## config.mk

```make
export PLATFORM = sky130hd
export DESIGN_NAME = buffered_ram_arbiter
export DESIGN_NICKNAME = d
export VERILOG_FILES = /design/src/rtl/buffered_ram_arbiter_pkg.sv /design/src/rtl/buffered_ram_arbiter_rr_arbiter.sv /design/src/rtl/buffered_ram_arbiter.sv
export SDC_FILE = /design/constraint.sdc
export NUM_CORES = 1
export LEC_CHECK = 0
export ABC_CLOCK_PERIOD_IN_PS = 2800
export CAP_MARGIN = 5
export CORE_ASPECT_RATIO = 1.5
export CORE_UTILIZATION = 38
export CTS_CLUSTER_DIAMETER = 80
export DETAILED_ROUTE_END_ITERATION = 7
export HOLD_SLACK_MARGIN = 0.03
export PLACE_DENSITY = 0.83
export SKIP_LAST_GASP = 1
export SYNTH_ARGS = -nofsm -noshare
export SYNTH_HDL_FRONTEND = slang
export SYNTH_HIERARCHICAL = 1
export SYNTH_SLANG_ARGS = --single-unit
```

## constraint.sdc

```tcl
create_clock -name inclk -period 2.8 [get_ports inclk]
set_input_delay 0.42 -clock inclk [delete_from_list [all_inputs] [get_ports inclk]]
set_output_delay 0.42 -clock inclk [all_outputs]
set_load 0.005 [all_outputs]
```

## src/rtl/buffered_ram_arbiter_pkg.sv

```systemverilog
`default_nettype none
// ============================================================================
// Package     : buffered_ram_arbiter_pkg
// Description : Shared constants and width helpers for the buffered RAM
//               arbiter and its round-robin sub-arbiter.
//               - C_RD_LATENCY : cycles from read ack to returned data
//               - C_PEND_W     : width of the in-flight read counter
//               - f_clog2      : ceiling log2 (constant evaluation)
//               - f_ptr_width  : width of a round-robin pointer for n ports
//               - f_count_width: width of a counter holding 0..max
// Revision    : 1.0 - initial release
// ============================================================================
package buffered_ram_arbiter_pkg;

    // Ack cycle -> registered RAM address -> RAM address reg -> RAM data reg.
    localparam int C_RD_LATENCY = 3;

    function automatic int f_clog2(input int value);
        int result;
        result = 0;
        for (int v = value - 1; v > 0; v = v >> 1) begin
            result++;
        end
        return result;
    endfunction

    // A pointer always needs at least one bit, even for a single port.
    function automatic int f_ptr_width(input int n);
        return (n <= 2) ? 1 : f_clog2(n);
    endfunction

    function automatic int f_count_width(input int max_value);
        return (max_value <= 1) ? 1 : f_clog2(max_value + 1);
    endfunction

    localparam int C_PEND_W = f_count_width(C_RD_LATENCY);

endpackage
`default_nettype wire

```

## src/rtl/buffered_ram_arbiter_rr_arbiter.sv

```systemverilog
`default_nettype none
// ============================================================================
// Module      : buffered_ram_arbiter_rr_arbiter
// Description : Round-robin arbiter with a one-hot combinational grant.
//               The priority pointer names the requester searched first;
//               it resets to 0 and moves to (granted + 1) mod p_nreq only
//               when i_advance reports a completed transfer.
// Ports       : i_clk      - clock
//               i_rst_n    - asynchronous active-low reset
//               i_req      - request vector
//               i_advance  - a transfer occurred this cycle
//               o_grant    - one-hot grant (zero while in reset)
// Revision    : 1.0 - initial release
// ============================================================================
module buffered_ram_arbiter_rr_arbiter
    import buffered_ram_arbiter_pkg::*;
#(
    parameter int p_nreq = 2
) (
    input  logic              i_clk,
    input  logic              i_rst_n,
    input  logic [p_nreq-1:0] i_req,
    input  logic              i_advance,
    output logic [p_nreq-1:0] o_grant
);

    localparam int                 c_ptr_w = f_ptr_width(p_nreq);
    localparam logic [c_ptr_w-1:0] c_last  = c_ptr_w'(p_nreq - 1);

    logic [c_ptr_w-1:0]  r_ptr;
    logic [2*p_nreq-1:0] w_req_dbl;
    logic [p_nreq-1:0]   w_rot;
    logic [p_nreq-1:0]   w_pick;
    logic [p_nreq-1:0]   w_grant;
    logic [c_ptr_w-1:0]  w_gidx;
    logic [c_ptr_w-1:0]  w_ptr_next;

    // Rotate the requests so the pointer position lands on bit 0, take the
    // lowest set bit, then rotate the single hot bit back. Doubling the
    // vector turns both rotations into plain shifts.
    assign w_req_dbl = {i_req, i_req};
    assign w_rot     = p_nreq'(w_req_dbl >> r_ptr);
    assign w_pick    = w_rot & (-w_rot);
    assign w_grant   = p_nreq'(({w_pick, w_pick} << r_ptr) >> p_nreq);

    assign o_grant   = i_rst_n ? w_grant : '0;

    always_comb begin
        w_gidx = '0;
        for (int k = 0; k < p_nreq; k++) begin
            if (w_grant[k]) begin
                w_gidx = c_ptr_w'(k);
            end
        end
    end

    assign w_ptr_next = (w_gidx == c_last) ? '0 : (w_gidx + c_ptr_w'(1));

    always_ff @(posedge i_clk or negedge i_rst_n) begin
        if (!i_rst_n) begin
            r_ptr <= '0;
        end else if (i_advance) begin
            r_ptr <= w_ptr_next;
        end
    end

endmodule
`default_nettype wire

```

## src/rtl/buffered_ram_arbiter.sv

```systemverilog
`default_nettype none
// ============================================================================
// Module      : buffered_ram_arbiter
// Description : Shares one simple-dual-port RAM (registered read, 2-cycle
//               read latency, old data on a same-edge read/write) between
//               p_nreq requesters. Write and read ports are arbitrated
//               independently, each round-robin. Read data returns three
//               cycles after the ack with a one-hot valid naming the issuer.
// Option      : BUFFERED_RAM_ARB_RAWFWD_EN - when defined, a read acked in
//               the same cycle as a write to the same address returns the
//               write data instead of the RAM's old data.
// Ports       : inclk / inrst_n           - clock, async active-low reset
//               in_wrreq/in_wraddress/in_wrdata, out_wrack - write port
//               in_rdreq/in_rdaddress, out_rdack            - read port
//               out_rddata, out_rdvalid   - returned data, one-hot owner
//               out_rdpending             - reads in flight (0..3)
//               out_ram_wren/out_ram_wraddress/out_ram_wrdata,
//               out_ram_rdaddress, in_ram_rddata            - RAM side
// Revision    : 1.0 - initial release
// ============================================================================
module buffered_ram_arbiter
    import buffered_ram_arbiter_pkg::*;
#(
    parameter int p_addresswidth = 4,
    parameter int p_datawidth    = 16,
    parameter int p_nreq         = 2
) (
    input  logic                             inclk,
    input  logic                             inrst_n,
    input  logic [p_nreq-1:0]                in_wrreq,
    input  logic [p_nreq*p_addresswidth-1:0] in_wraddress,
    input  logic [p_nreq*p_datawidth-1:0]    in_wrdata,
    output logic [p_nreq-1:0]                out_wrack,
    input  logic [p_nreq-1:0]                in_rdreq,
    input  logic [p_nreq*p_addresswidth-1:0] in_rdaddress,
    output logic [p_nreq-1:0]                out_rdack,
    output logic [p_datawidth-1:0]           out_rddata,
    output logic [p_nreq-1:0]                out_rdvalid,
    output logic [C_PEND_W-1:0]              out_rdpending,
    output logic                             out_ram_wren,
    output logic [p_addresswidth-1:0]        out_ram_wraddress,
    output logic [p_datawidth-1:0]           out_ram_wrdata,
    output logic [p_addresswidth-1:0]        out_ram_rdaddress,
    input  logic [p_datawidth-1:0]           in_ram_rddata
);

    logic [p_nreq-1:0]         w_wrack;
    logic [p_nreq-1:0]         w_rdack;
    logic                      w_wr_xfer;
    logic                      w_rd_xfer;
    logic                      w_rd_ret;
    logic [p_addresswidth-1:0] w_wr_addr;
    logic [p_datawidth-1:0]    w_wr_data;
    logic [p_addresswidth-1:0] w_rd_addr;

    logic                      r_ram_wren;
    logic [p_addresswidth-1:0] r_ram_wraddr;
    logic [p_datawidth-1:0]    r_ram_wrdata;
    logic [p_addresswidth-1:0] r_ram_rdaddr;
    logic [p_nreq-1:0]         r_rd_vld [C_RD_LATENCY];
    logic [C_PEND_W-1:0]       r_rd_pending;

    // ------------------------------------------------------------------
    // Arbiters
    // ------------------------------------------------------------------
    buffered_ram_arbiter_rr_arbiter #(
        .p_nreq    (p_nreq)
    ) u_wr_arb (
        .i_clk     (inclk),
        .i_rst_n   (inrst_n),
        .i_req     (in_wrreq),
        .i_advance (w_wr_xfer),
        .o_grant   (w_wrack)
    );

    buffered_ram_arbiter_rr_arbiter #(
        .p_nreq    (p_nreq)
    ) u_rd_arb (
        .i_clk     (inclk),
        .i_rst_n   (inrst_n),
        .i_req     (in_rdreq),
        .i_advance (w_rd_xfer),
        .o_grant   (w_rdack)
    );

    assign out_wrack = w_wrack;
    assign out_rdack = w_rdack;
    assign w_wr_xfer = |(in_wrreq & w_wrack);
    assign w_rd_xfer = |(in_rdreq & w_rdack);

    // Grants are one-hot, so selecting by assignment picks exactly one slice.
    always_comb begin
        w_wr_addr = '0;
        w_wr_data = '0;
        w_rd_addr = '0;
        for (int i = 0; i < p_nreq; i++) begin
            if (w_wrack[i]) begin
                w_wr_addr = in_wraddress[i*p_addresswidth +: p_addresswidth];
                w_wr_data = in_wrdata[i*p_datawidth +: p_datawidth];
            end
            if (w_rdack[i]) begin
                w_rd_addr = in_rdaddress[i*p_addresswidth +: p_addresswidth];
            end
        end
    end

    // ------------------------------------------------------------------
    // RAM-side registers
    // ------------------------------------------------------------------
    always_ff @(posedge inclk or negedge inrst_n) begin
        if (!inrst_n) begin
            r_ram_wren   <= 1'b0;
            r_ram_wraddr <= '0;
            r_ram_wrdata <= '0;
        end else begin
            r_ram_wren <= w_wr_xfer;
            if (w_wr_xfer) begin
                r_ram_wraddr <= w_wr_addr;
                r_ram_wrdata <= w_wr_data;
            end
        end
    end

    // The read address holds its last value while no read is granted.
    always_ff @(posedge inclk or negedge inrst_n) begin
        if (!inrst_n) begin
            r_ram_rdaddr <= '0;
        end else if (w_rd_xfer) begin
            r_ram_rdaddr <= w_rd_addr;
        end
    end

    assign out_ram_wren      = r_ram_wren;
    assign out_ram_wraddress = r_ram_wraddr;
    assign out_ram_wrdata    = r_ram_wrdata;
    assign out_ram_rdaddress = r_ram_rdaddr;

    // ------------------------------------------------------------------
    // Read return pipeline: the issuer's one-hot ack travels alongside the
    // RAM access and surfaces as out_rdvalid when the RAM data arrives.
    // ------------------------------------------------------------------
    always_ff @(posedge inclk or negedge inrst_n) begin
        if (!inrst_n) begin
            for (int s = 0; s < C_RD_LATENCY; s++) begin
                r_rd_vld[s] <= '0;
            end
        end else begin
            r_rd_vld[0] <= w_rd_xfer ? w_rdack : '0;
            for (int s = 1; s < C_RD_LATENCY; s++) begin
                r_rd_vld[s] <= r_rd_vld[s-1];
            end
        end
    end

    assign out_rdvalid = r_rd_vld[C_RD_LATENCY-1];
    assign w_rd_ret    = |r_rd_vld[C_RD_LATENCY-1];

    // Fixed latency bounds the count: at most one read per cycle can be in
    // each pipeline stage, so a new ack alongside a return keeps it at 3.
    always_ff @(posedge inclk or negedge inrst_n) begin
        if (!inrst_n) begin
            r_rd_pending <= '0;
        end else begin
            case ({w_rd_xfer, w_rd_ret})
                2'b10:   r_rd_pending <= r_rd_pending + C_PEND_W'(1);
                2'b01:   r_rd_pending <= r_rd_pending - C_PEND_W'(1);
                default: r_rd_pending <= r_rd_pending;
            endcase
        end
    end

    assign out_rdpending = r_rd_pending;

    // ------------------------------------------------------------------
    // Optional same-cycle read-after-write forwarding
    // ------------------------------------------------------------------
`ifdef BUFFERED_RAM_ARB_RAWFWD_EN
    logic                   w_fwd_hit;
    logic                   r_fwd_vld  [C_RD_LATENCY];
    logic [p_datawidth-1:0] r_fwd_data [C_RD_LATENCY];

    // Only the same-cycle case needs help: a write acked one cycle earlier
    // already reaches the RAM array before the read samples it.
    assign w_fwd_hit = w_wr_xfer && w_rd_xfer && (w_wr_addr == w_rd_addr);

    always_ff @(posedge inclk or negedge inrst_n) begin
        if (!inrst_n) begin
            for (int s = 0; s < C_RD_LATENCY; s++) begin
                r_fwd_vld[s]  <= 1'b0;
                r_fwd_data[s] <= '0;
            end
        end else begin
            r_fwd_vld[0]  <= w_fwd_hit;
            r_fwd_data[0] <= w_wr_data;
            for (int s = 1; s < C_RD_LATENCY; s++) begin
                r_fwd_vld[s]  <= r_fwd_vld[s-1];
                r_fwd_data[s] <= r_fwd_data[s-1];
            end
        end
    end

    assign out_rddata = r_fwd_vld[C_RD_LATENCY-1] ? r_fwd_data[C_RD_LATENCY-1]
                                                  : in_ram_rddata;
`else
    assign out_rddata = in_ram_rddata;
`endif

endmodule
`default_nettype wire

```

# Word level (Yosys, flattened, before mapping)
# Index checks and enable logic that the tools add are counted.
dict set report op_classes {
  add_sub_neg 6
  n_eq_ne 2
  n_reduce_logical 4
  muxes 14
  shift 4
  bitwise 4
}
# cell count
set ops {}
lappend ops {{$mux W16} 2}
lappend ops {{$mux W4} 4}
lappend ops {{$and A2 B2 Y2} 4}
lappend ops {{$shl A4 B1 Y4} 2}
lappend ops {{$shr A4 B1 Y2} 2}
lappend ops {{$mux W2} 3}
lappend ops {{$reduce_or A2 Y1} 3}
lappend ops {{$mux W1} 4}
lappend ops {{$neg A2 Y2} 2}
lappend ops {{$pmux W2 S2} 1}
lappend ops {{$add A1 B1 Y1 const B} 2}
lappend ops {{$add A2 B1 Y2 const B} 1}
lappend ops {{$eq A2 B1 Y1 const B} 1}
lappend ops {{$eq A2 B2 Y1 const B} 1}
lappend ops {{$reduce_bool A2 Y1} 1}
lappend ops {{$sub A2 B1 Y2 const B} 1}
dict set report totals {
  wordCells 44
  input_bits 70
  output_inout_bits 49
  reg_bits 35
}

# Logic depth before layout (Yosys ltp)
# Gate-level depths: netlist (run 1).
dict set report logic_depth {
  ltp_word 9
  mapped_depth 8
  depth_no_buf 7
}

# Modules after synthesis
# The synthesis (run 1) kept the hierarchy.
# module n_inst area_each_um2 cells_per_inst seq_area_each_um2
set by_module_without_submodules {}
lappend by_module_without_submodules {buffered_ram_arbiter 1 1607.8 148 825.8}
lappend by_module_without_submodules {buffered_ram_arbiter_rr_arbiter 2 56.3 7 25.0}

# Worst setup path after synthesis (run 1)
# No wires, ideal clock.
dict set report synth_path {
  kind {reg-to-reg}
  startpoint {reg u_rd_arb.r_ptr}
  endpoint {reg r_rd_pending[1], in the netlist out_rdpending[1]}
  period_less_slack_ps 1785
  setup_ps 79
  path_stages_with_launch 8
  path_slack_ps 1015
  t_arrival_ps 1706
  cell_sequence {dfrtp_1 > nand2b_1 > and3_1 > a22oi_1 > buf_4 > ha_1 > nor2_1 > xor2_1}
}
dict set report synth_between {
  elab_chain_cells 9
}
# element line_no
set synth_lines {}
lappend synth_lines {{start: declaration} buffered_ram_arbiter_rr_arbiter.sv:30} ;# logic [c_ptr_w-1:0] r_ptr;
lappend synth_lines {{start signal: assignment} buffered_ram_arbiter_rr_arbiter.sv:63} ;# r_ptr <= w_ptr_next;
lappend synth_lines {{$shr A4 B1 Y2} buffered_ram_arbiter_rr_arbiter.sv:42} ;# assign w_rot = p_nreq'(w_req_dbl >> r_ptr);
lappend synth_lines {{$neg A2 Y2} buffered_ram_arbiter_rr_arbiter.sv:43} ;# assign w_pick = w_rot & (-w_rot);
lappend synth_lines {{$and A2 B2 Y2} buffered_ram_arbiter_rr_arbiter.sv:43}
lappend synth_lines {{$shl A4 B1 Y4 (*)} buffered_ram_arbiter_rr_arbiter.sv:44} ;# assign w_grant = p_nreq'(({w_pick, w_pick} << r_ptr) >> p_nreq);
lappend synth_lines {{$mux W2 (*)} buffered_ram_arbiter_rr_arbiter.sv:46} ;# assign o_grant = i_rst_n ? w_grant : '0;
lappend synth_lines {{named net out_rdack[1]} buffered_ram_arbiter.sv:36} ;# output logic [p_nreq-1:0] out_rdack,
lappend synth_lines {{$and A2 B2 Y2 (*)} buffered_ram_arbiter.sv:89} ;# assign w_rd_xfer = |(in_rdreq & w_rdack);
lappend synth_lines {{$reduce_or A2 Y1 (*)} buffered_ram_arbiter.sv:89}
lappend synth_lines {{$eq A2 B1 Y1 or $eq A2 B2 Y1 (tied branches)} buffered_ram_arbiter.sv:164} ;# case ({w_rd_xfer, w_rd_ret})
lappend synth_lines {{$pmux W2 S2 or $reduce_bool A2 Y1 (tied branches)} -}
lappend synth_lines {{end signal: assignment} buffered_ram_arbiter.sv:165} ;# 2'b10: r_rd_pending <= r_rd_pending + C_PEND_W'(1);
lappend synth_lines {{end signal: assignment} buffered_ram_arbiter.sv:166} ;# 2'b01: r_rd_pending <= r_rd_pending - C_PEND_W'(1);
lappend synth_lines {{end signal: assignment} buffered_ram_arbiter.sv:167} ;# default: r_rd_pending <= r_rd_pending;
lappend synth_lines {{end: declaration} buffered_ram_arbiter.sv:61} ;# logic [C_PEND_W-1:0] r_rd_pending;
# The timed path passes the listed nets; every way through them passes the cells marked *.
# A chain may end at the register's enable or synchronous reset.

# Worst setup path after layout (run 1)
dict set report layout_path {
  startpoint {in in_wrreq[0]}
  endpoint {out out_wrack[0]}
}
dict set report layout_between {
  elab_chain_cells 5
}
# element line_no
set layout_lines {}
lappend layout_lines {{start: declaration} buffered_ram_arbiter.sv:30} ;# input logic [p_nreq-1:0] in_wrreq,
lappend layout_lines {{$shr A4 B1 Y2 (*)} buffered_ram_arbiter_rr_arbiter.sv:42}
lappend layout_lines {{$neg A2 Y2} buffered_ram_arbiter_rr_arbiter.sv:43}
lappend layout_lines {{$and A2 B2 Y2 (*)} buffered_ram_arbiter_rr_arbiter.sv:43}
lappend layout_lines {{$shl A4 B1 Y4 (*)} buffered_ram_arbiter_rr_arbiter.sv:44}
lappend layout_lines {{$mux W2 (*)} buffered_ram_arbiter_rr_arbiter.sv:46}
lappend layout_lines {{end: declaration} buffered_ram_arbiter.sv:33} ;# output logic [p_nreq-1:0] out_wrack,
# Every way passes the cells marked *; elsewhere a longest branch is shown, timed or not.

==> results of run 1 <==
-- worst max-delay path, stage by stage --
cell and delay (ns):
sky130_fd_sc_hd__clkdlybuf4s50_1 0.52, sky130_fd_sc_hd__nand2_1 0.06, sky130_fd_sc_hd__a21oi_1 0.32, sky130_fd_sc_hd__clkdlybuf4s50_1 0.58
-- through the flow --
stage	power [mW]	hold WS, ns	util	std cells
global placement	1.12	0.333	0.585	274
CTS	1.48	0.0772	0.605	282
global route	1.55	0.0952	0.605	282
finish	1.46	0.0715	0.605	282
detailed placement	1.13	0.336	0.585	274
floorplan	0.849	0.124	-	162
-- cell usage after synthesis, types with 2 or more instances --
| library cell | instances | share of area |
|---|---|---|
| sky130_fd_sc_hd__a31oi_1 | 2 | 0.0073 |
| sky130_fd_sc_hd__nor2_1 | 3 | 0.0065 |
| sky130_fd_sc_hd__nand2_1 | 26 | 0.057 |
| sky130_fd_sc_hd__dfrtp_1 | 35 | 0.51 |
| sky130_fd_sc_hd__and3_1 | 2 | 0.0073 |
| sky130_fd_sc_hd__a22oi_2 | 11 | 0.080 |
| sky130_fd_sc_hd__o21ai_2 | 8 | 0.041 |
| sky130_fd_sc_hd__inv_2 | 2 | 0.0044 |
| sky130_fd_sc_hd__buf_2 | 5 | 0.015 |
| sky130_fd_sc_hd__a22oi_1 | 13 | 0.057 |
| sky130_fd_sc_hd__o21ai_1 | 16 | 0.047 |
| sky130_fd_sc_hd__and3b_1 | 2 | 0.010 |
| sky130_fd_sc_hd__buf_4 | 21 | 0.092 |
| sky130_fd_sc_hd__nand2b_1 | 2 | 0.0073 |
| sky130_fd_sc_hd__xnor2_1 | 2 | 0.010 |
| sky130_fd_sc_hd__nor2b_1 | 4 | 0.015 |
| sky130_fd_sc_hd__a21oi_1 | 4 | 0.012 |
-- cell type report --
cell class / instances / share of cell area
clock buffer: 6 / 0.0280
clock inverter: 2 / 0.00483
inverter: 2 / 0.00290
multi-input combinational: 98 / 0.248
sequential: 35 / 0.338
tap: 46 / 0.0222
timing repair buffer: 93 / 0.356
-- final timing paths --
check,endpoint,cells past startpoint,start,slack [ns]
hold reg to reg,r_rd_vld[2],0,r_rd_vld[4],0.35
setup / recovery,out_wrack[0],4,in_wrreq[0],0.47
setup reg to reg,out_rdpending[1],6,u_rd_arb/r_ptr,1.02
min in group inclk,r_rd_vld[2],0,r_rd_vld[4],0.35
hold / removal,out_ram_wrdata[13],1,inrst_n,0.07
max in group asynchronous,out_rdvalid[0],2,inrst_n,2.08
-- flip-flops by register name (all words and copies together) (netlist names) --
signal,cells
out_ram_wrdata,16
out_ram_rdaddress,4
out_ram_wraddress,4
r_rd_vld,4
out_rdpending,2
out_rdvalid,2
out_ram_wren,1
u_rd_arb/r_ptr,1
u_wr_arb/r_ptr,1
-- metal layers --
metal / track usage / up-vias
li1: - / 696
met1: 0.196 / 661
met2: 0.314 / 61
met3: 0.0570 / 10
met4: 0.0998 / 0
met5: 0 / -
-- where the power goes --
group | switching [mW] | internal [mW]
combinational | 0.176 | 0.292
sequential | 0.0511 | 0.595
clock | 0.172 | 0.174
total | 0.400 | 1.06
-- cell families after synthesis --
logic type / count (synthesis) / synth area share
buf+inv: 29 / 0.119
fa+ha+maj: 1 / 0.00727
compound gates: 54 / 0.243
simple gates: 40 / 0.106
flops: 35 / 0.509
xor+xnor: 3 / 0.0153
==> results.txt, run 1 <==
The count of distinct cell types in the synthesized netlist came out at 21. The clock-pin slew reported for the worst setup and hold paths after clock tree synthesis came out at 0.08 ns. The number of iterations in the first detailed-routing pass came out at 6. The critical path startpoint category is an input port. The final RePlAce weighted congestion is 0.724. For this run, asynchronously set or reset flops after synthesis account for 1.00. For this run, the top clock speed supported by timing is 430 MHz. In this run, synthesis inferred 0 flip-flops with an integrated enable.

Clock tree synthesis selected as its root buffer the cell sky130_fd_sc_hd__clkbuf_8. Pin placement for this block handled 119 I/O pins. For this run, the register share of the synthesized area comes to 0.509. The final route contains 1428 vias. In the layout the commonest cells are sky130_fd_sc_hd__clkdlybuf4s50_1 (85), sky130_fd_sc_hd__dfrtp_1 (35), sky130_fd_sc_hd__nand2_1 (26). The global route total overflow came out at 0. Setup repair after global routing left no endpoint under its margin. The met2 layer wire length in the routed design is 2120 um. The via count of the first global-routing pass is 1460. The post-layout net count is between 300 and 400.

The number of buffers added by the clock tree synthesis step is 5. For this run, the leading register cell type out of synthesis is sky130_fd_sc_hd__dfrtp_1. Setup violations remaining at the end of the flow were counted as 0. The routed wirelength normalized by instance count came out at 14.4 um. The library cell used most frequently in the layout, excluding fill and tap cells, is sky130_fd_sc_hd__clkdlybuf4s50_1. The wire length on met1 is about 1500 um. At the worst endpoint, the arrival time is 1.91 ns.

At the pin with the least slew margin, the transition time is 0.439 ns. The number of setup buffers added after CTS is 0. The die covers 4810 sq um. The final number of hold-violating endpoints came to 0. The minimum clock period is 2.33 ns. The gate count after technology mapping came out at 162. Registers take slightly below 900 sq um. The wire length on met3 came out at between 300 and 400 um. The peak supply drop is 0.421 mV. The data required time at the worst endpoint is 2.38 ns. The final-report max-slew violation count came out at 0. The flow ran to the end, but the final reports show violations. The clock net in this run drives a total of 35 sinks. The H-tree depth came out at 2.

The pin count of the biggest net entering global routing came out at 42. Once detail routing completed, the nets flagged for antenna violations numbered 0. The repair_antennas step left the layout with diodes totalling 0. In the global route stage, overall resource usage came out at 0.183. After clock tree synthesis, the repair step resized 0 gates. Across the run, the number of max-cap violations was 0. In this run the core area contains 29 standard-cell rows. The average vias per placed instance came out at 5.06. The quantity of I/O buffers inserted on ports is 86. The net count of the mapped netlist is approximately 230. The reported leakage power came out at around 1.1 nW.

The core region is 4280 sq um. The initial antenna violation count came to 0. The total negative slack for setup checks is 0 ns. TritonCTS built the clock tree. The portion of the clock cycle consumed by the worst path in the final layout came out at 0.831.

After detailed routing, no signal wire sits above met4. The worst setup path is captured at an output port. The first-pass GRT wire length is roughly 6700 um.

Between clock sinks in the finished design, the worst skew comes to 0.0124 ns. The post-detailed-placement half-perimeter wirelength came out at 3080 um. The initial DRC count is around 60. The number of filler cells placed in the layout is 361.

The synthesized design contains 35 register bits. The number of buffers inserted for hold repair after clock tree synthesis is 0. Summing all non-filler instances in the final layout gives an area of between 2000 and 3000 sq um.

Summed over all layers, the routed wires come to 4060 um. The multi-input combinational cell area came out at 642 sq um. The post-detailed-route DRC marker count is 18. The cell area after placement is 2500 sq um. The final reports fail on DRC. The worst setup slack after layout came out at ~0.47 ns. The clock latency reported for the late side of the worst-skew pair is roughly 0.28 ns. The ratio of cells with drive above 1 in the final layout is 0.161. The worst-case clock buffer depth came out at 2.

The synthesis-to-layout area growth came out at 50.5%. The average size of a mapped cell is 10.6 sq um. The starting utilization of the core area is 0.402. The critical path is of the in2out type. The total number of yosys warnings came out at 6. The die span in y came out at 84.4 um. The horizontal die dimension is 56.9 um. The worst slew slack as a fraction of its limit came out at 0.707. The areal power density over the cells is 564 nW/um^2. Of all nets on the critical path, the largest fanout is 5. The class of the tightest hold or removal check is in2async. The worst slack at placement came out at 0.490 ns. The cell area after synthesis is 1720 sq um.
(Power assumes the default switching activity.)
==> inputs of run 2 (changes only) <==
ABC_CLOCK_PERIOD_IN_PS = 1900   (was 2800)
CORE_UTILIZATION = 32   (was 38)
PLACE_DENSITY = 0.74   (was 0.83)
clock period = 1.9 ns   (was 2.8 ns; I/O delays follow)
==> results.txt, run 2 (same netlist as run 1, synthesis figures left out) <==
Run status: complete, no violations (was complete, but fails checks). The count of maximum capacitance violations is 0 (unchanged). The quantity of I/O buffers inserted on ports is 86 (unchanged).

The met3 global-route usage came out at 0.0339 (was 0.0570). The number of buffers added by the clock tree synthesis step came to 5 (unchanged). The clock tree from TritonCTS is done (unchanged).

The endpoint arrival time on the critical path was 1.50 ns (was 1.91 ns). The antenna diode instance count came out at 0 (unchanged). The via count of the first global-routing pass is 1353 (was 1460). The pin count of the biggest net entering global routing is 29 (was 42). The average vias per placed instance is 4.62 (was 5.06). The clock latency reported for the late side of the worst-skew pair came to 0.28 ns (about the same). The clock-pin slew reported for the worst setup and hold paths after clock tree synthesis came out at 0.07 ns (was 0.08 ns). The fraction of met2 tracks used by global routing came to 0.272 (was 0.314). RSZ-0062 raised after global routing: false (unchanged).

For this run, the top clock speed supported by timing is roughly 560 MHz. The worst setup skew after layout came out at 0.00378 ns (was 0.0124 ns). The worst-case clock buffer depth is 2 (unchanged).

The first-pass GRT wire length is 6650 um (was 6710 um). The clock root buffer is sky130_fd_sc_hd__clkbuf_8 (unchanged). The depth of the worst register-to-register path came out at 7 (was 6). The routed wirelength normalized by instance count was 13.9 um (was 14.4 um). The starting utilization of the core area is 0.333 (was 0.402). The count of pins on the block boundary is 119 (unchanged).

Worst path cell trace: clkdlybuf4s50_1 -> and3_4 -> clkdlybuf4s50_1 (was clkdlybuf4s50_1 -> nand2_1 -> a21oi_1 -> clkdlybuf4s50_1). Top library cells by usage in the layout, fill and taps aside: sky130_fd_sc_hd__clkdlybuf4s50_1 (81), sky130_fd_sc_hd__dfrtp_1 (35), sky130_fd_sc_hd__nand2_1 (26) (was sky130_fd_sc_hd__clkdlybuf4s50_1 (85), sky130_fd_sc_hd__dfrtp_1 (35), sky130_fd_sc_hd__nand2_1 (26)). The total wirelength of the detailed-routed design was 4390 um (was 4060 um). The worst slack at placement came to -0.115 ns (was 0.490 ns). The placement row count is 32 (was 29). The final-report max-slew violation count came out at 0 (unchanged). The post-detailed-route count of antenna-violating nets is 0 (unchanged). The worst slew slack as a fraction of its limit is 0.771 (was 0.707). The slowest library cell on the worst path is sky130_fd_sc_hd__clkdlybuf4s50_1 (unchanged). The area of the die is 5680 sq um (was 4810 sq um). The pin slew with the least headroom to its limit is 0.344 ns (was 0.439 ns). The areal power density over the cells is 822 nW/um^2 (was 564 nW/um^2). The die span in y is 91.8 um (was 84.4 um). The worst setup slack after layout is 0.116 ns (was 0.473 ns). The number of failing setup endpoints in the final timing report is 0 (unchanged). The global route total overflow came out at 0 (unchanged). The commonest non-fill, non-tap cell in the layout is sky130_fd_sc_hd__clkdlybuf4s50_1 (unchanged).

The ratio of cells with drive above 1 in the final layout is 0.211 (was 0.161). The clock sink count came out at 35 (unchanged). The portion of the clock cycle consumed by the worst path in the final layout is 0.939. The flip-flop count of the largest register, all copies and words added came out at 16 (unchanged).

The post-layout net count is 317 (was 306). The critical path startpoint category is an input port (unchanged). The initial antenna violation count is 0 (unchanged).

The post-detailed-route DRC marker count came out at 0 (was 18). The reported leakage power is 1.18 nW (was 1.07 nW). The number of placed instances with taps included is 305 (was 274). The number of iterations in the first detailed-routing pass was 4 (was 6).

The final number of hold-violating endpoints came out at 0 (unchanged). The delay of the slowest cell on the worst path came out at 0.50 ns (was 0.58 ns). The data required time at the worst endpoint was 1.62 ns (was 2.38 ns). The largest fanout on the critical path came out at 4 (was 5). The filler-free cell count of the finished design came out at 315 (was 282). The startpoint-to-endpoint class of the critical path was in2out (unchanged). The most crowded layer after global routing is met2 (unchanged). The class of the tightest hold or removal check is in2async (unchanged). The total routing resource utilization after global routing is 0.164 (was 0.183).

The minimum hold slack came out at 0.0595 ns (was 0.0715 ns). The peak supply drop came out at 0.322 mV (was 0.421 mV). The minimum clock period came out at 1.78 ns. The number of vias in the routed layout came to 1455 (was 1428). The horizontal die dimension is 61.9 um (was 56.9 um). The endpoint type of the worst setup path is an output port (unchanged).

The initial DRC count came out at 30 (was 59). The core footprint came out at 5160 sq um (was 4280 sq um). The global-route met1 utilization came out at 0.187 (was 0.196). The final RePlAce weighted congestion is 0.793 (was 0.724). The H-tree depth is 2 (unchanged).

The synthesis-to-layout area growth came out at 59.9% (was 50.5%). The post-detailed-placement half-perimeter wirelength is 3340 um (was 3080 um). The most common cell type on the critical path was sky130_fd_sc_hd__clkdlybuf4s50_1 (unchanged).
==> run 2: cell count changes in the layout (fill, tap and decap cells not counted), moves of 2 or more <==
cell                              delta
sky130_fd_sc_hd__buf_4               +9
sky130_fd_sc_hd__and3_4              +2
sky130_fd_sc_hd__and3_1              -2
sky130_fd_sc_hd__dlymetal6s2s_1      +4
sky130_fd_sc_hd__clkdlybuf4s50_1     -4
sky130_fd_sc_hd__clkbuf_8            +2
==> run 2: worst paths after layout <==
check                                from                   end  slack [ns]
setup / recovery              in_wrreq[1]          out_wrack[1]        0.12
hold / removal                    inrst_n  out_ram_rdaddress[0]        0.06
setup reg to reg           u_rd_arb/r_ptr      out_rdpending[1]        0.26
hold reg to reg               r_rd_vld[5]           r_rd_vld[3]        0.34
max in group asynchronous         inrst_n      out_rdpending[1]        1.29
min in group inclk            in_rdreq[1]        u_rd_arb/r_ptr        0.32
==> run 2: critical path: cells and delay by family <==
kind                   cells  cell delay, ns
buffers and inverters      2            1.00
AND/OR/NAND/NOR            1            0.21
==> run 2: timing repair <==
action | CTS | global route
cloned | 0 | 0
gates resized for setup | 1 | 9
buffers inserted | 1 | 0
hold endpoints to repair | 2 | 0
hold buffers | 1 | 0
pin swaps | 0 | 0
setup endpoints to repair | 3 | 4
==> run 2: through the flow <==
stage	total power, mW	TNS (ns)	utilization	instance area (sq um)
6_report	2.26	0	0.533	2750
5_1_grt	2.40	0	0.533	2750
4_1_cts	2.29	-0.0432	0.527	2720
3_5_place_dp	1.69	-0.204	0.503	2600
3_3_place_gp	1.68	-0.0670	0.503	2600
2_1_floorplan	1.25	0	-	1720
==> run 2: final cells by class <==
cell class	instances	area (sq um)
Clock buffer	8	100
Inverter	2	7.51
Fill cell	469	2410
Tap cell	68	85.1
Multi-Input combinational cell	98	663
Sequential cell	35	876
Timing Repair Buffer	104	1020
==> run 2: routing by layer <==
metal | vias to the layer above | wire, um
met5 | - | 0
met4 | 0 | 167
met3 | 14 | 201
met2 | 42 | 2340
met1 | 681 | 1680
li1 | 718 | -
==> run 2: power by group <==
part / total, mW / leakage (nW) / internal [mW] / switching (mW)
combinational: 0.730 / 0.666 / 0.463 / 0.267
sequential: 0.957 / 0.462 / 0.877 / 0.0794
clock: 0.576 / 0.0515 / 0.331 / 0.246
total: 2.26 / 1.18 / 1.67 / 0.592
==> inputs of run 3 (changes only) <==
--- a/constraint.sdc
+++ b/constraint.sdc
@@ -3,2 +3,2 @@
 set_output_delay 0.285 -clock inclk [all_outputs]
-set_load 0.005 [all_outputs]
+set_load 0.1 [all_outputs]
==> results.txt, run 3 (same netlist as run 1, synthesis figures left out) <==
Run status: complete, no violations (unchanged). The end point of the critical path is out_wrack[1] (unchanged). The total wirelength of the detailed-routed design came out at 3910 um (was 4390 um). The first-pass GRT wire length is 6380 um (was 6650 um). The die span in y is 91.8 um (unchanged). Top library cells by usage in the layout, fill and taps aside: sky130_fd_sc_hd__clkdlybuf4s50_1 (52), sky130_fd_sc_hd__buf_4 (44), sky130_fd_sc_hd__dfrtp_1 (35) (was sky130_fd_sc_hd__clkdlybuf4s50_1 (81), sky130_fd_sc_hd__dfrtp_1 (35), sky130_fd_sc_hd__nand2_1 (26)). The post-detailed-route DRC marker count is 0 (unchanged). The area of the die came out at 5680 sq um (unchanged). The clock sink count is 35 (unchanged). The timing-limited maximum frequency is 566 MHz (was 560 MHz). The synthesis-to-layout area growth is 57.1% (was 59.9%).

The filler-free cell count of the finished design is 313 (was 315). The number of vias in the routed layout came out at 1425 (was 1455). The number of placed instances with taps included came out at 304 (was 305). The count of maximum capacitance violations is 0 (unchanged). The final-report max-slew violation count was 0 (unchanged).

The number of iterations in the first detailed-routing pass came to 4 (unchanged). The core footprint is 5160 sq um (unchanged). The launch instance of the worst register-to-register path is u_rd_arb/r_ptr (unchanged).

The startpoint-to-endpoint class of the critical path was in2out (unchanged). The count of pins on the block boundary is 119 (unchanged). The clock root buffer is sky130_fd_sc_hd__clkbuf_8 (unchanged). The starting utilization of the core area is 0.333 (unchanged).

The minimum hold slack is 0.123 ns (was 0.0595 ns). The quantity of I/O buffers inserted on ports came out at 86 (unchanged). The worst setup skew after layout is 0.00179 ns (was 0.00378 ns).

The H-tree depth came to 2 (unchanged). The final number of hold-violating endpoints came to 0 (unchanged). The worst slack at placement came out at -0.00982 ns (was -0.115 ns). The storage element area is 876 sq um (unchanged).

The number of setup buffers added after CTS is 0 (was 1). The portion of the clock cycle consumed by the worst path in the final layout came to 0.929 (was 0.939). The peak supply drop came out at 0.538 mV (was 0.322 mV).

The number of buffers added by the clock tree synthesis step is 5 (unchanged). The largest fanout on the critical path is 10 (was 4). The clock latency reported for the late side of the worst-skew pair is 0.28 ns (about the same). The worst-case clock buffer depth came out at 2 (unchanged). The endpoint of the worst-slack reg-to-reg timing path is out_rdpending[1] (unchanged). The number of filler cells placed in the layout is 457 (was 469). The worst slew slack as a fraction of its limit is 0.764 (was 0.771). The via count of the first global-routing pass is 1402 (was 1353). The clock-pin slew reported for the worst setup and hold paths after clock tree synthesis came out at 0.07 ns (about the same). The endpoint type of the worst setup path was an output port (unchanged).

The number of buffers inserted for hold repair after clock tree synthesis came out at 1 (unchanged). The initial DRC count came to 18 (was 30). The count of instances resized after the clock tree is built is 0 (was 1).

The worst setup slack after layout came to 0.134 ns (was 0.116 ns). The depth of the worst register-to-register path came out at 6 (was 7). The total routing resource utilization after global routing came to 0.153 (was 0.164). The commonest non-fill, non-tap cell in the layout is sky130_fd_sc_hd__clkdlybuf4s50_1 (unchanged).

The post-detailed-route count of antenna-violating nets came out at 0 (unchanged). The horizontal die dimension came out at 61.9 um (unchanged). The pin slew with the least headroom to its limit was 0.352 ns (was 0.344 ns). The reported leakage power is 1.19 nW (was 1.18 nW). The class of the tightest hold or removal check is in2async (unchanged). The total power of the final layout came out at 3.14 mW (was 2.26 mW). The worst-case register-to-register setup slack came out at 0.28 ns (was 0.26 ns).

RSZ-0062 raised after global routing: false (unchanged). The data required time at the worst endpoint came out at 1.62 ns (about the same). The clock tree from TritonCTS is done (unchanged). The routed wirelength normalized by instance count came out at 12.5 um (was 13.9 um).

The areal power density over the cells is 1160 nW/um^2 (was 822 nW/um^2). The global route total overflow is 0 (unchanged). The post-layout net count came out at 315 (was 317). The average vias per placed instance is 4.55 (was 4.62).

The endpoint arrival time on the critical path came to 1.48 ns (was 1.50 ns). The total negative slack for setup checks was 0 ns (unchanged). The flip-flop count of the largest register, all copies and words added is 16 (unchanged). The final RePlAce weighted congestion is 0.689 (was 0.793). The antenna diode instance count is 0 (unchanged). The post-detailed-placement half-perimeter wirelength came to 3140 um (was 3340 um). The placement row count is 32 (unchanged). The critical path startpoint category is an input port (unchanged). The multi-input combinational cell area is 688 sq um (was 663 sq um). The pin count of the biggest net entering global routing came out at 29 (unchanged). The start point of the critical path is in_wrreq[0] (was in_wrreq[1]). The ratio of cells with drive above 1 in the final layout is 0.347 (was 0.211). The number of failing setup endpoints in the final timing report came out at 0 (unchanged). The minimum clock period came to 1.77 ns (was 1.78 ns). The initial antenna violation count came out at 0 (unchanged).
[run 3: routing by layer]
metal | wire length (um) | up-vias | global-route usage
met3 | 268 | 7 | 0.0451
met1 | 1410 | 654 | 0.153
met5 | 0 | - | 0
met2 | 2150 | 48 | 0.271
li1 | - | 716 | -
met4 | 77 | 0 | 0.0759
[run 3: stage by stage]
step	util	cell area (sq um)
6_report	0.523	2700
5_1_grt	0.523	2700
4_1_cts	0.523	2700
3_5_place_dp	0.502	2590
3_3_place_gp	0.502	2590
2_1_floorplan	-	1770
[run 3: report_power, final]
group / internal [mW] / leakage [nW] / switching, mW / total [mW]
Clock: 0.331 / 0.0515 / 0.248 / 0.578
Sequential: 0.877 / 0.462 / 0.0865 / 0.964
Combinational: 0.422 / 0.673 / 1.18 / 1.60
Total: 1.63 / 1.19 / 1.52 / 3.14
[run 3: cell type report]
| cell class | count | area share |
|---|---|---|
| inverters | 2 | 0.00278 |
| repair buffers | 102 | 0.350 |
| multi-input cells | 98 | 0.255 |
| well taps | 68 | 0.0315 |
| clock buffers | 8 | 0.0370 |
| flip-flops and latches | 35 | 0.324 |
[run 3: how the worst min path moves through the flow]
stage            start                    to  slack, ns  depth (start not counted)
2_1_floorplan  inrst_n  out_ram_rdaddress[0]      -0.01                          0
3_3_place_gp   inrst_n  out_ram_rdaddress[0]       0.17                          1
3_5_place_dp   inrst_n  out_ram_rdaddress[2]       0.17                          1
4_1_cts        inrst_n     out_ram_wrdata[0]       0.13                          2
5_1_grt        inrst_n     out_ram_wrdata[0]       0.14                          2
6_report       inrst_n     out_ram_wrdata[0]       0.12                          2
[run 3: worst max-delay path, stage by stage]
cell	delay, ns
sky130_fd_sc_hd__clkdlybuf4s50_1	0.51
sky130_fd_sc_hd__nand2b_1	0.08
sky130_fd_sc_hd__and3_2	0.25
sky130_fd_sc_hd__buf_4	0.18
sky130_fd_sc_hd__buf_12	0.17
